**src/rtl/stream_comparator.sv**
```systemverilog
// Registered operand comparator with valid/ready handshakes, signed/unsigned mode,
// an equality tolerance band and saturating per-outcome event counters.
module stream_comparator #(
    parameter int WIDTH = 32,
    parameter int CNT_W = 16
) (
    input  logic             clk,
    input  logic             rst,
    input  logic             cfg_signed,
    input  logic [WIDTH-1:0] cfg_tol,
    input  logic             in_valid,
    output logic             in_ready,
    input  logic [WIDTH-1:0] in_a,
    input  logic [WIDTH-1:0] in_b,
    output logic             out_valid,
    input  logic             out_ready,
    output logic             out_equal,
    output logic             out_less,
    output logic             out_greater,
    input  logic             cnt_clear,
    output logic [CNT_W-1:0] cnt_equal,
    output logic [CNT_W-1:0] cnt_less,
    output logic [CNT_W-1:0] cnt_greater
);

    localparam logic [CNT_W-1:0] CNT_MAX = {CNT_W{1'b1}};

    logic             out_valid_q,   out_valid_d;
    logic             out_equal_q,   out_equal_d;
    logic             out_less_q,    out_less_d;
    logic             out_greater_q, out_greater_d;
    logic [CNT_W-1:0] cnt_equal_q,   cnt_equal_d;
    logic [CNT_W-1:0] cnt_less_q,    cnt_less_d;
    logic [CNT_W-1:0] cnt_greater_q, cnt_greater_d;

    logic             accept;
    logic [WIDTH:0]   a_ext;
    logic [WIDTH:0]   b_ext;
    logic [WIDTH:0]   diff;
    logic [WIDTH:0]   mag;
    logic [WIDTH:0]   tol_ext;
    logic             diff_neg;
    logic             res_equal;
    logic             res_less;
    logic             res_greater;

    function automatic logic [CNT_W-1:0] sat_inc(input logic [CNT_W-1:0] c, input logic en);
        if (en && (c != CNT_MAX)) begin
            return c + CNT_W'(1);
        end
        return c;
    endfunction

    // Ready depends only on registered state and out_ready, never on in_valid.
    assign in_ready = !out_valid_q || out_ready;
    assign accept   = in_valid && in_ready;

    // One extra bit makes the difference exact for both signed and unsigned operands.
    always_comb begin
        a_ext       = {cfg_signed & in_a[WIDTH-1], in_a};
        b_ext       = {cfg_signed & in_b[WIDTH-1], in_b};
        diff        = a_ext - b_ext;
        diff_neg    = diff[WIDTH];
        mag         = diff_neg ? -diff : diff;
        tol_ext     = {1'b0, cfg_tol};
        res_equal   = (mag <= tol_ext);
        res_less    = !res_equal && diff_neg;
        res_greater = !res_equal && !diff_neg;
    end

    always_comb begin
        out_valid_d   = out_valid_q;
        out_equal_d   = out_equal_q;
        out_less_d    = out_less_q;
        out_greater_d = out_greater_q;

        if (accept) begin
            out_valid_d   = 1'b1;
            out_equal_d   = res_equal;
            out_less_d    = res_less;
            out_greater_d = res_greater;
        end else if (out_valid_q && out_ready) begin
            out_valid_d = 1'b0;
        end
    end

    // Clear wins over a same-cycle accept, so that outcome is dropped from the counts.
    always_comb begin
        cnt_equal_d   = cnt_equal_q;
        cnt_less_d    = cnt_less_q;
        cnt_greater_d = cnt_greater_q;

        if (cnt_clear) begin
            cnt_equal_d   = '0;
            cnt_less_d    = '0;
            cnt_greater_d = '0;
        end else if (accept) begin
            cnt_equal_d   = sat_inc(cnt_equal_q,   res_equal);
            cnt_less_d    = sat_inc(cnt_less_q,    res_less);
            cnt_greater_d = sat_inc(cnt_greater_q, res_greater);
        end
    end

    always_ff @(posedge clk) begin
        if (rst) begin
            out_valid_q   <= 1'b0;
            out_equal_q   <= 1'b0;
            out_less_q    <= 1'b0;
            out_greater_q <= 1'b0;
            cnt_equal_q   <= '0;
            cnt_less_q    <= '0;
            cnt_greater_q <= '0;
        end else begin
            out_valid_q   <= out_valid_d;
            out_equal_q   <= out_equal_d;
            out_less_q    <= out_less_d;
            out_greater_q <= out_greater_d;
            cnt_equal_q   <= cnt_equal_d;
            cnt_less_q    <= cnt_less_d;
            cnt_greater_q <= cnt_greater_d;
        end
    end

    assign out_valid   = out_valid_q;
    assign out_equal   = out_equal_q;
    assign out_less    = out_less_q;
    assign out_greater = out_greater_q;
    assign cnt_equal   = cnt_equal_q;
    assign cnt_less    = cnt_less_q;
    assign cnt_greater = cnt_greater_q;

endmodule

```
**config.mk**
```make
export PLATFORM = sky130hd
export DESIGN_NAME = stream_comparator
export DESIGN_NICKNAME = d
export VERILOG_FILES = /design/src/rtl/stream_comparator.sv
export SDC_FILE = /design/constraint.sdc
export NUM_CORES = 1
export LEC_CHECK = 0
export BUFFER_PORTS_ARGS = -buffer_cell sky130_fd_sc_hd__buf_2
export CORE_MARGIN = 3
export CORE_UTILIZATION = 50
export CTS_CLUSTER_SIZE = 30
export DETAILED_ROUTE_END_ITERATION = 8
export PLACE_DENSITY = 0.87
export RECOVER_POWER = 50
export SKIP_LAST_GASP = 1
export SYNTH_ARGS = -nofsm -noshare
export SYNTH_HDL_FRONTEND = slang
export SYNTH_SLANG_ARGS = --single-unit
export TNS_END_PERCENT = 10
```
**constraint.sdc**
```tcl
create_clock -name clk -period 10.6 [get_ports clk]
set_clock_uncertainty 0.05 [all_clocks]
set_input_delay 0.53 -clock clk [delete_from_list [all_inputs] [get_ports clk]]
set_output_delay 0.53 -clock clk [all_outputs]
set_load 0.01 [all_outputs]
```
# Yosys cells after proc, flatten, opt, wreduce, memory -nomap -nowiden
# Index checks and enable logic that the tools add are counted.
# W data, S select, Z words.
[totals]
latch_bits = 0
romBits = 0
memories = 0
register_bits = 52
input_bits = 102
ram_bits = 0
[classes]
addsub = 5
mux = 15
n_shift = 0
eq_ne = 3
reduce_logical = 16
n_bitwise = 2
div = 0
multipliers = 0
magnitude_cmp = 1
[ops]
columns = ["operator", "n"]
rows = [
  ["$add A16 B1 Y16 const B", 3],
  ["$mux W16", 3],
  ["$ne A16 B16 Y1 const B", 3],
  ["$le A33 B32 Y1", 1],
  ["$mux W33", 1],
  ["$neg A33 Y33", 1],
  ["$sub A33 B33 Y33", 1],
  ["$mux W1", 11],
  ["$logic_and A1 B1 Y1", 7],
  ["$reduce_and A2 Y1", 3],
  ["$logic_not A1 Y1", 3],
  ["$and A1 B1 Y1", 2],
  ["$reduce_bool A2 Y1", 1],
  ["$reduce_or A2 Y1", 1],
  ["$logic_or A1 B1 Y1", 1],
]

# Logic depth before layout (Yosys ltp)
# Gate-level depths: netlist (run 1).
[depth]
ltp_word = 12
ltp_mapped = 27
depth_no_buf = 25

# Least setup slack after synthesis (run 1)
# No wires, ideal clock.
[synth_path]
path_type = "in2reg"
start = "in in_a[0]"
end = "reg cnt_equal_q[11] (netlist: cnt_equal[11])"
path_stages = 23
setup_ns = 0.070
t_required_ns = 10.480
arrival_time_ns = 5.566
path_slack_ns = 4.914
cell_sequence = "inv_1 -> ha_1 -> fa_1 -> nand2b_1 -> a21o_1 -> a2111oi_0 -> nor3_1 -> xor2_1 -> nand4_1 -> or3_1 -> nand4b_1 -> o21ai_0 -> xnor2_1 -> ha_1 -> or3_1 -> o21ai_0 -> a21oi_1 -> nor3_1 -> a21oi_1 -> nor2_1 -> nand2_2 -> or4_1 -> a21oi_1"
[synth_via]
elab_chain_len = 9
[synth_lines]
columns = ["item", "line_no", "text"]
rows = [
  ["start: declaration", "13", "input logic [WIDTH-1:0] in_a,"],
  ["$sub A33 B33 Y33 (*)", "62", "diff = a_ext - b_ext;"],
  ["$neg A33 Y33", "64", "mag = diff_neg ? -diff : diff;"],
  ["$mux W33 (*)", "64", ""],
  ["$le A33 B32 Y1 (*)", "66", "res_equal = (mag <= tol_ext);"],
  ["$logic_and A1 B1 Y1 (*)", "48", "if (en && (c != CNT_MAX)) begin"],
  ["$mux W1 (*)", "48", ""],
  ["$mux W1 (*)", "97", "end else if (accept) begin"],
  ["$mux W1 (*)", "93", "if (cnt_clear) begin"],
  ["$reduce_and A2 Y1 (no line) (*)", "-", ""],
  ["end signal: assignment", "118", "cnt_equal_q <= cnt_equal_d;"],
  ["end: declaration", "32", "logic [CNT_W-1:0] cnt_equal_q, cnt_equal_d;"],
]
# Every way passes the cells marked *; elsewhere a longest branch is shown, timed or not. The select of a mux whose other input is x is not followed.
# A chain may end at the register's enable or synchronous reset.

# Final worst setup path (run 1)
[layout_path]
start = "in in_a[0]"
end = "reg cnt_greater_q[13] (netlist: cnt_greater[13])"
[layout_via]
elab_chain_len = 11
word_cells_on_any_way = 12
classes_between = "add/sub: 2; order compare: 1; mux: 4; reduce/logical: 5"
[layout_lines]
columns = ["item", "line_no", "text"]
rows = [
  ["$sub A33 B33 Y33 (*)", "62", ""],
  ["$neg A33 Y33", "64", ""],
  ["$mux W33", "64", ""],
  ["$le A33 B32 Y1", "66", ""],
  ["$logic_not A1 Y1", "68", "res_greater = !res_equal && !diff_neg;"],
  ["$logic_and A1 B1 Y1 (*)", "68", ""],
  ["$logic_and A1 B1 Y1 (*)", "48", ""],
  ["$mux W1 (*)", "48", ""],
  ["$mux W1 (*)", "97", ""],
  ["$mux W1 (*)", "93", ""],
  ["$reduce_and A2 Y1 (no line) (*)", "-", ""],
  ["end signal: assignment", "120", "cnt_greater_q <= cnt_greater_d;"],
  ["end: declaration", "34", "logic [CNT_W-1:0] cnt_greater_q, cnt_greater_d;"],
]
# Marked as above.

==> results of run 1 <==
final cells by class:
cell class	count	area, um2	share of cell area [%]
clock buffer	6	139	1.89
clock inverter	2	13.8	0.188
inverter	81	304	4.15
multi-input combinational	720	4910	67.0
sequential	52	1040	14.2
tap	168	210	2.87
timing repair buffer	155	714	9.74
per-layer routing:
metal,share of wire [%],GRT usage (%),vias up
met2,47,39.9,225
met1,45,30.8,3111
met5,0,0,-
met4,2.1,5.87,0
li1,-,-,3422
met3,5.5,1.87,34
power groups by stage:
stage          Combinational, mW  Clock, mW  Sequential (mW)
4_1_cts                    0.431      0.169            0.201
6_report                   0.435      0.169            0.201
3_3_place_gp               0.415          0            0.205
5_1_grt                    0.489      0.178            0.201
3_5_place_dp               0.428          0            0.205
2_1_floorplan              0.336          0            0.206
kinds of logic (layout without fill, tap and decap cells):
kind of cell	count (synthesis)	after routing	synth area share, %
AOI/OAI and AO/OA	221	221	23.3
xor gates and xnor gates	76	76	10.5
adders and majority gates	69	69	13.7
buffers and inverters	104	244	6.47
DFF	52	52	16.4
muxes	10	10	1.59
and+or+nand+nor	344	344	28.1
registers in the layout (all words and copies together), names as in the netlist:
register and count:
cnt_greater 16, cnt_less 16, out_less 1, out_valid 1, cnt_equal 16, out_greater 1
out_equal 1
cell usage in the layout (no fill, tap or decap), drive strengths merged, types with 5 or more instances in the layout:
cell type and instances:
a211oi 7, a21o 27, a21oi 59, a311oi 5, a31oi 8, and2 7, and3 14, and4 6
buf 104, clkbuf 57, dfxtp 52, ha 68, inv 82, mux2i 9, nand2 76, nand2b 7
nand3 36, nand4 27, nor2 92, nor2b 5, nor3 28, nor4 6, o211a 5, o211ai 19
o21a 5, o21ai 51, o31ai 6, or2 9, or3 17, xnor2 45, xor2 31
cell usage after synthesis, drive strengths merged (4+ instances only):
cell	instances
nand4	27
xor2	31
mux2i	9
inv	81
nor3	28
or4	4
o211ai	19
o31ai	6
a31oi	8
nor2b	5
o211a	5
nor2	92
and3	14
a21o	27
nand2	76
nor3b	4
nand3	36
a311oi	5
o21ai	51
a21oi	59
xnor2	45
clkbuf	15
and2	7
nand2b	7
or2	9
o21a	5
and4	6
a211oi	7
buf	8
nor4	6
ha	68
or3	17
dfxtp	52
worst max-delay path, cell delays in order:
cell and delay, ns:
buf_2 0.08, inv_1 0.03, ha_1 0.20, fa_1 0.41, nand2b_1 0.22, a21o_1 0.22, a2111oi_0 0.52, nor3_1 0.11
xor2_1 0.26, nand4_1 0.25, nor3_1 0.45, inv_1 0.15, o31a_1 0.31, xor2_1 0.14, ha_1 0.29, nor2b_1 0.14
o21ai_0 0.08, a21o_1 0.17, a21oi_1 0.13, nor3_1 0.06, a21oi_1 0.40, o2111ai_1 0.67, nor3_1 0.46, xnor2_1 0.17
nor2_1 0.07
worst paths after layout:
kind	endpoint	slack [ns]	cells past startpoint
worst max-delay path	cnt_greater[13]	4.17	25
worst min-delay path	out_greater	0.41	2
worst max register to register	cnt_greater[13]	7.57	9
worst min register to register	out_greater	0.41	2
==> qor.txt, run 1 <==
status: finished, final reports clean
PwrDens: 110 mW/mm2
grt ovf: 0
Rel. slew slack: 20.3%
register bit total from synthesis: 52
Max clock buf depth: 2
clock root cell: clkbuf_16
Total GRT Usage: 23.0%
Horiz. Die Dim: 119 um
share of layout cells above drive strength 1: 14.4%
setup ws final: 4.17 ns
Fmax achieved: 156 MHz
Iteration-0 DRC Markers: 522
Area contributors post-synth: dfxtp_1 (16%), ha_1 (13%), xnor2_1 (6.2%), nor2_1 (5.3%), inv_1 (4.8%)
final core utilization: 60.0%
I/O pins: 155
total chip power: 805 uW
die height: 119 um
Setup violations, final: 0
clock network power share: 21.0%
PortBufs: 154
vias per inst: 5.74
Post-synth EDFFs: 0
share of flip-flops with an asynchronous set or reset: 0%
largest net degree at the start of global routing: 44
ys flop type: dfxtp_1
Synth area leader: dfxtp_1
antenna violations before repair: 0
CTS buffer count: 5
CTS Sinks: 52
post_cts resized: 0
area of the mapped netlist: 0.00636 mm2
post-route setup TNS: 0 ns
via count: 6792
Crit. End Element: register
CP Data Required Time: 10.70 ns
fin cells: 1184
nets: 1186
Arrival @ worst endpoint: 6.52 ns
hold_buf cts: 0
Yosys top cell area share: 16.4%
min Tclk post-route: 6.43 ns
Worst Setup Path Type: input pin to register
DRT Pass-1 Iters: 7
H-tree Lvls: 2
Synth cell types: 78
Min-Delay Startpoint: out_greater
Detail Placement HPWL: 13500 um
Reg-to-Reg Start: cnt_greater[2]
syn_area_per_cell: 7.26 um2
area of the core: 0.0122 mm2
GP Congestion: 0.878
Max VDD drop: 67.5 uV
WL/cell: 14.2 um
postcts setup bufs: 0
CTS tree: done
worst min path class: register to register
Max Slew Vio Count: 0
Syn-to-layout area delta: 15.2%
FILL cells: 1177
residual DRC count: 0
row cnt: 40
number of global-route vias before repair: 6175
register area share after synthesis: 16.4%
Sequential Power Share: 25.0%
Tcrit/Tclk final: 60.6%
Initial Util: 52.1%
die area: 0.0141 mm2
Max FO, Critical Path: 14
Placed Cells incl. Taps: 1176
crit path from: in_a[0]
final hold violation count: 0
first-pass GRT wire length: 28200 um
unrepaired setup endpoints after global routing: false
Placed Area: 0.00724 mm2
dpl ws: 4.03 ns
sw frac: 41.7%
leak pwr: 3.26 nW
Antenna Cells: 0
CTS clk-pin slew, worst paths: 0.07 ns
Syn Inst Count: 876
max cap viols: 0
syn_nets: 1047
Power Internal: 469 uW
routed wire length: 16800 um
Hold Worst Slack: 0.410 ns
Final Cell Area: 0.00733 mm2
Logic pwr share: 54.0%
Startpoint Class: input pin
Worst-Skew Late Latency: 0.29 ns
antenna-violating nets left: 0
Tightest Pin Transition: 1.19 ns
Sw Pwr: 335 uW
Yosys Warn Count: 0
No activity file was read; power rests on OpenSTA's default activity.
==> run 2, diff against run 1 <==
ABC_AREA = 1   (was not set)
PLACE_DENSITY = 0.89   (was 0.87)
clock period = 5.2 ns   (was 10.6 ns; I/O delays follow)
==> run 2 against run 1 <==
  * Wire length grew 15%
  * Sequential cell count is the same
  * Worst setup slack got worse by 3.6 ns
  * Non-clock buffer count rose by 2
  * Via count rose by 24%
  * Clock power grew 130%
  * Synthesized cell count increased by 50%
  * First-iteration DRC count rose by 11%
  * Critical path depth grew 11
  * Largest power group unchanged
==> qor.txt, run 2 <==
DRT Pass-1 Iters: 6
CTS buffer count: 5
Yosys Warn Count: 0
largest net degree at the start of global routing: 34
WL/cell: 11.8 um
PortBufs: 154
number of global-route vias before repair: 7693
min Tclk post-route: 4.63 ns
H-tree Lvls: 2
critical path's top delay family: simple AND/OR/NAND/NOR gates
Total GRT Usage: 23.4%
register bit total from synthesis: 52
syn_area_per_cell: 5.61 um2
Tcrit/Tclk final: 89.0%
CTS Sinks: 52
Crit. End Element: register
post-route setup TNS: 0 ns
Tightest Pin Transition: 0.995 ns
residual DRC count: 0
row cnt: 43
max cap viols: 0
antenna violations before repair: 2
ys flop type: dfxtp_1
first-pass GRT wire length: 32800 um
via count: 8390
antenna-violating nets left: 0
Syn-to-layout area delta: 14.1%
Horiz. Die Dim: 127 um
hold_buf cts: 0
WP buf/inv: 6
syn_nets: 1481
top post-synthesis cells by count: nand2_1 (402), inv_1 (267), nor2_1 (125)
status: finished, final reports clean
Max VDD drop: 147 uV
Area contributors post-synth: nand2_1 (21%), dfxtp_1 (14%), inv_1 (14%), ha_1 (12%), nor2_1 (6.4%)
Synth area leader: nand2_1
share of flip-flops with an asynchronous set or reset: 0%
PwrDens: 200 mW/mm2
most frequent cells in the layout: nand2_1 (401), inv_1 (267), nor2_1 (125), buf_2 (103), a21oi_1 (79)
Max FO, Critical Path: 9
Post-synth EDFFs: 0
Worst-Skew Late Latency: 0.29 ns
Max clock buf depth: 2
vias per inst: 5.11
worst-path cell with the longest stage delay: fa_1
Yosys top cell area share: 20.5%
register area share after synthesis: 14.2%
share of layout cells above drive strength 1: 10.6%
Hold Worst Slack: 0.179 ns
Rel. slew slack: 33.6%
grt ovf: 0
worst min path class: input pin to register
Placed Area: 0.00826 mm2
Placed Cells incl. Taps: 1631
area of the core: 0.0141 mm2
CP Data Required Time: 5.36 ns
Arrival @ worst endpoint: 4.79 ns
Fmax achieved: 216 MHz
nets: 1629
routed wire length: 19400 um
Setup violations, final: 0
CTS tree: done
Worst Setup Path Type: input pin to register
fin cells: 1642
leak pwr: 4.54 nW
Syn Inst Count: 1310
die area: 0.0162 mm2
Startpoint Class: input pin
CTS clk-pin slew, worst paths: 0.07 ns
Final Cell Area: 0.00838 mm2
clock root cell: clkbuf_16
Iteration-0 DRC Markers: 580
top-count cell post-synth: nand2_1
final hold violation count: 0
unrepaired setup endpoints after global routing: false
I/O pins: 155
die height: 127 um
Initial Util: 51.9%
GP Congestion: 0.947
worst stage delay on the critical path: 0.38 ns
Detail Placement HPWL: 16100 um
Synth cell types: 45
area of the mapped netlist: 0.00735 mm2
Max Slew Vio Count: 0
most common cell after layout, fill and taps aside: nand2_1
most used cell, CP: nand2_1
## run 2: kinds of logic (layout without fill, tap and decap cells)
group	Yosys count	in the layout	share of synthesized area, %
flip-flops	52	52	14.2
buffers and inverters	292	441	15.6
AND/OR/NAND/NOR	729	729	43.8
AO/OA/AOI/OAI	113	113	7.97
XOR/XNOR	55	55	6.66
other	0	3	0
adder cells (fa/ha/maj)	69	69	11.8
## run 2: cell type report
cell class | instances | area, um2
inverters | 276 | 1040
flip-flops and latches | 52 | 1040
fillers | 1394 | 5770
repair buffers | 157 | 729
diodes | 3 | 7.51
multi-input cells | 966 | 5170
clock inverters | 3 | 46.3
well taps | 180 | 225
clock buffers | 5 | 125
## run 2: what timing repair did
action	CTS	global route
setup buffers	0	0
endpoints found under the setup margin	0	9
resized for setup	0	2
## run 2: routing by layer
metal  vias to the layer above  wire length, um  track usage (%)  part of all wire, %
met3                        53             1300             3.30                  6.7
met1                      3676             8550             30.1                   44
met5                         -               13                0                0.067
li1                       4389                -                -                    -
met2                       270             8970             40.7                   46
met4                         2              564             7.19                  2.9
## run 2: worst paths after layout
| kind | depth (start not counted) | endpoint | slack, ns | startpoint |
|---|---|---|---|---|
| worst max register to register | 14 | cnt_less[9] | 2.82 | cnt_less[0] |
| worst min register to register | 2 | out_equal | 0.42 | out_equal |
| worst min-delay path | 2 | out_greater | 0.18 | rst |
| worst max-delay path | 36 | cnt_equal[8] | 0.57 | in_a[0] |
## run 2: where the power goes
group | leakage (nW) | internal (mW) | total [mW] | switching, mW
logic | 4.04 | 0.312 | 0.880 | 0.568
registers | 0.420 | 0.406 | 0.412 | 0.00664
clock network | 0.0804 | 0.229 | 0.383 | 0.154
## run 2: through the flow
| step | worst slack, ns | power [mW] | util, % |
|---|---|---|---|
| 5_1_grt | 0.0464 | 1.82 | 59.2 |
| 3_3_place_gp | 0.370 | 1.27 | 58.4 |
| 3_5_place_dp | 0.209 | 1.29 | 58.4 |
| 4_1_cts | 0.485 | 1.68 | 59.6 |
| 6_report | 0.570 | 1.68 | 59.3 |
| 2_1_floorplan | 0.856 | 1.11 | - |
==> run 3, diff against run 2 <==
CORE_UTILIZATION = 30   (was 50)
CTS_CLUSTER_DIAMETER = 50   (was not set)
PLACE_DENSITY = 0.63   (was 0.89)
==> run 3 against run 2 <==
  * Die area grew 63%
  * Sequential share of layout area down 0.32 points
  * Clock-buffer cell count rose by 1
  * Critical endpoint is now cnt_equal[15]
  * Highest routed layer is now met4
==> qor.txt, run 3 (synthesis results as in run 2) <==
status: finished, final reports clean
total chip power: 1.70 mW
Max FO, Critical Path: 15
Max Slew Vio Count: 0
antenna-violating nets left: 0
post-route setup TNS: 0 ns
hold_buf cts: 0
postcts setup bufs: 0
most common cell after layout, fill and taps aside: nand2_1
Tightest Pin Transition: 1.03 ns
final core utilization: 36.2%
most used cell, CP: nand2_1
Initial Util: 30.9%
Worst Setup Path Type: input pin to register
routed wire length: 21200 um
Rel. slew slack: 31.4%
CTS tree: done
CP Data Required Time: 5.35 ns
unrepaired setup endpoints after global routing: false
WL/cell: 11.9 um
vias per inst: 4.54
min Tclk post-route: 4.67 ns
CTS clk-pin slew, worst paths: 0.07 ns
Syn-to-layout area delta: 17.0%
Fmax achieved: 214 MHz
share of layout cells above drive strength 1: 11.0%
Placed Area: 0.00845 mm2
area of the core: 0.0238 mm2
GP Congestion: 0.897
Max clock buf depth: 2
Hold Worst Slack: 0.169 ns
Horiz. Die Dim: 163 um
clock root cell: clkbuf_16
nets: 1632
post_cts resized: 0
Setup violations, final: 0
DRT Pass-1 Iters: 4
Arrival @ worst endpoint: 4.83 ns
die area: 0.0264 mm2
largest net degree at the start of global routing: 34
H-tree Lvls: 2
CTS buffer count: 5
final hold violation count: 0
FF-to-FF setup slack: 2.79 ns
Crit. End Element: register
leak pwr: 4.56 nW
residual DRC count: 0
Startpoint Class: input pin
I/O pins: 155
Worst-Skew Late Latency: 0.29 ns
Final Cell Area: 0.00860 mm2
first-pass GRT wire length: 34600 um
die height: 163 um
worst min path class: input pin to register
Tcrit/Tclk final: 89.8%
row cnt: 56
PwrDens: 197 mW/mm2
CTS Sinks: 52
Detail Placement HPWL: 17900 um
Iteration-0 DRC Markers: 425
via count: 8079
max cap viols: 0
worst stage delay on the critical path: 0.38 ns
worst-path cell with the longest stage delay: fa_1
Max VDD drop: 153 uV
grt ovf: 0
number of global-route vias before repair: 7453
PortBufs: 154
most frequent cells in the layout: nand2_1 (401), inv_1 (267), nor2_1 (123), buf_2 (103), a21oi_1 (79)
FILL cells: 2668
Antenna Cells: 0
antenna violations before repair: 0
Total GRT Usage: 15.5%
==> run 3: changes by cell type in the layout (fill, tap and decap cells not counted), sizes merged <==
cell / change
diode: -3
buf: +2
clkbuf: +1
clkinv: +1
clkinvlp: -1
inv: -1
nand2: +1
==> run 3: worst paths after layout <==
check,start,to,cells after the start
hold / removal,rst,out_greater,2
hold reg to reg,out_equal,out_equal,2
setup reg to reg,cnt_less[0],cnt_less[9],14
setup / recovery,in_a[0],cnt_equal[15],32
==> run 3: routing by layer <==
layer	routed length, um	GRT usage [%]
met1	10600	22.1
met2	9480	26.1
met3	962	1.63
met4	227	2.31
met5	0	0
==> run 3: cell type report <==
cell class | instances | area (um2) | share of cell area [%]
tap | 319 | 399 | 4.64
clock buffer | 6 | 129 | 1.50
multi-input combinational | 967 | 5220 | 60.6
sequential | 52 | 1040 | 12.1
clock inverter | 2 | 35.0 | 0.407
timing repair buffer | 159 | 748 | 8.70
inverter | 276 | 1040 | 12.0
==> run 3: critical path: cells and delay by family <==
family / cells / cell delay, ns
AO/OA/AOI/OAI: 4 / 0.64
adder cells (fa/ha/maj): 3 / 0.85
buffers and inverters: 4 / 0.40
AND/OR/NAND/NOR: 21 / 2.65
==> run 3: through the flow <==
step / worst slack (ns) / std cells
3_5_place_dp: -0.0413 / 1772
3_3_place_gp: 0.00790 / 1772
4_1_cts: 0.268 / 1780
5_1_grt: 0.0314 / 1781
6_report: 0.528 / 1781
2_1_floorplan: 0.856 / 1310
==> run 3: where the power goes <==
group          internal (mW)  total [mW]  switching [mW]  leakage [nW]
Sequential             0.406       0.414         0.00760         0.420
Combinational          0.319       0.907           0.587          4.06
Clock                  0.227       0.379           0.152        0.0808
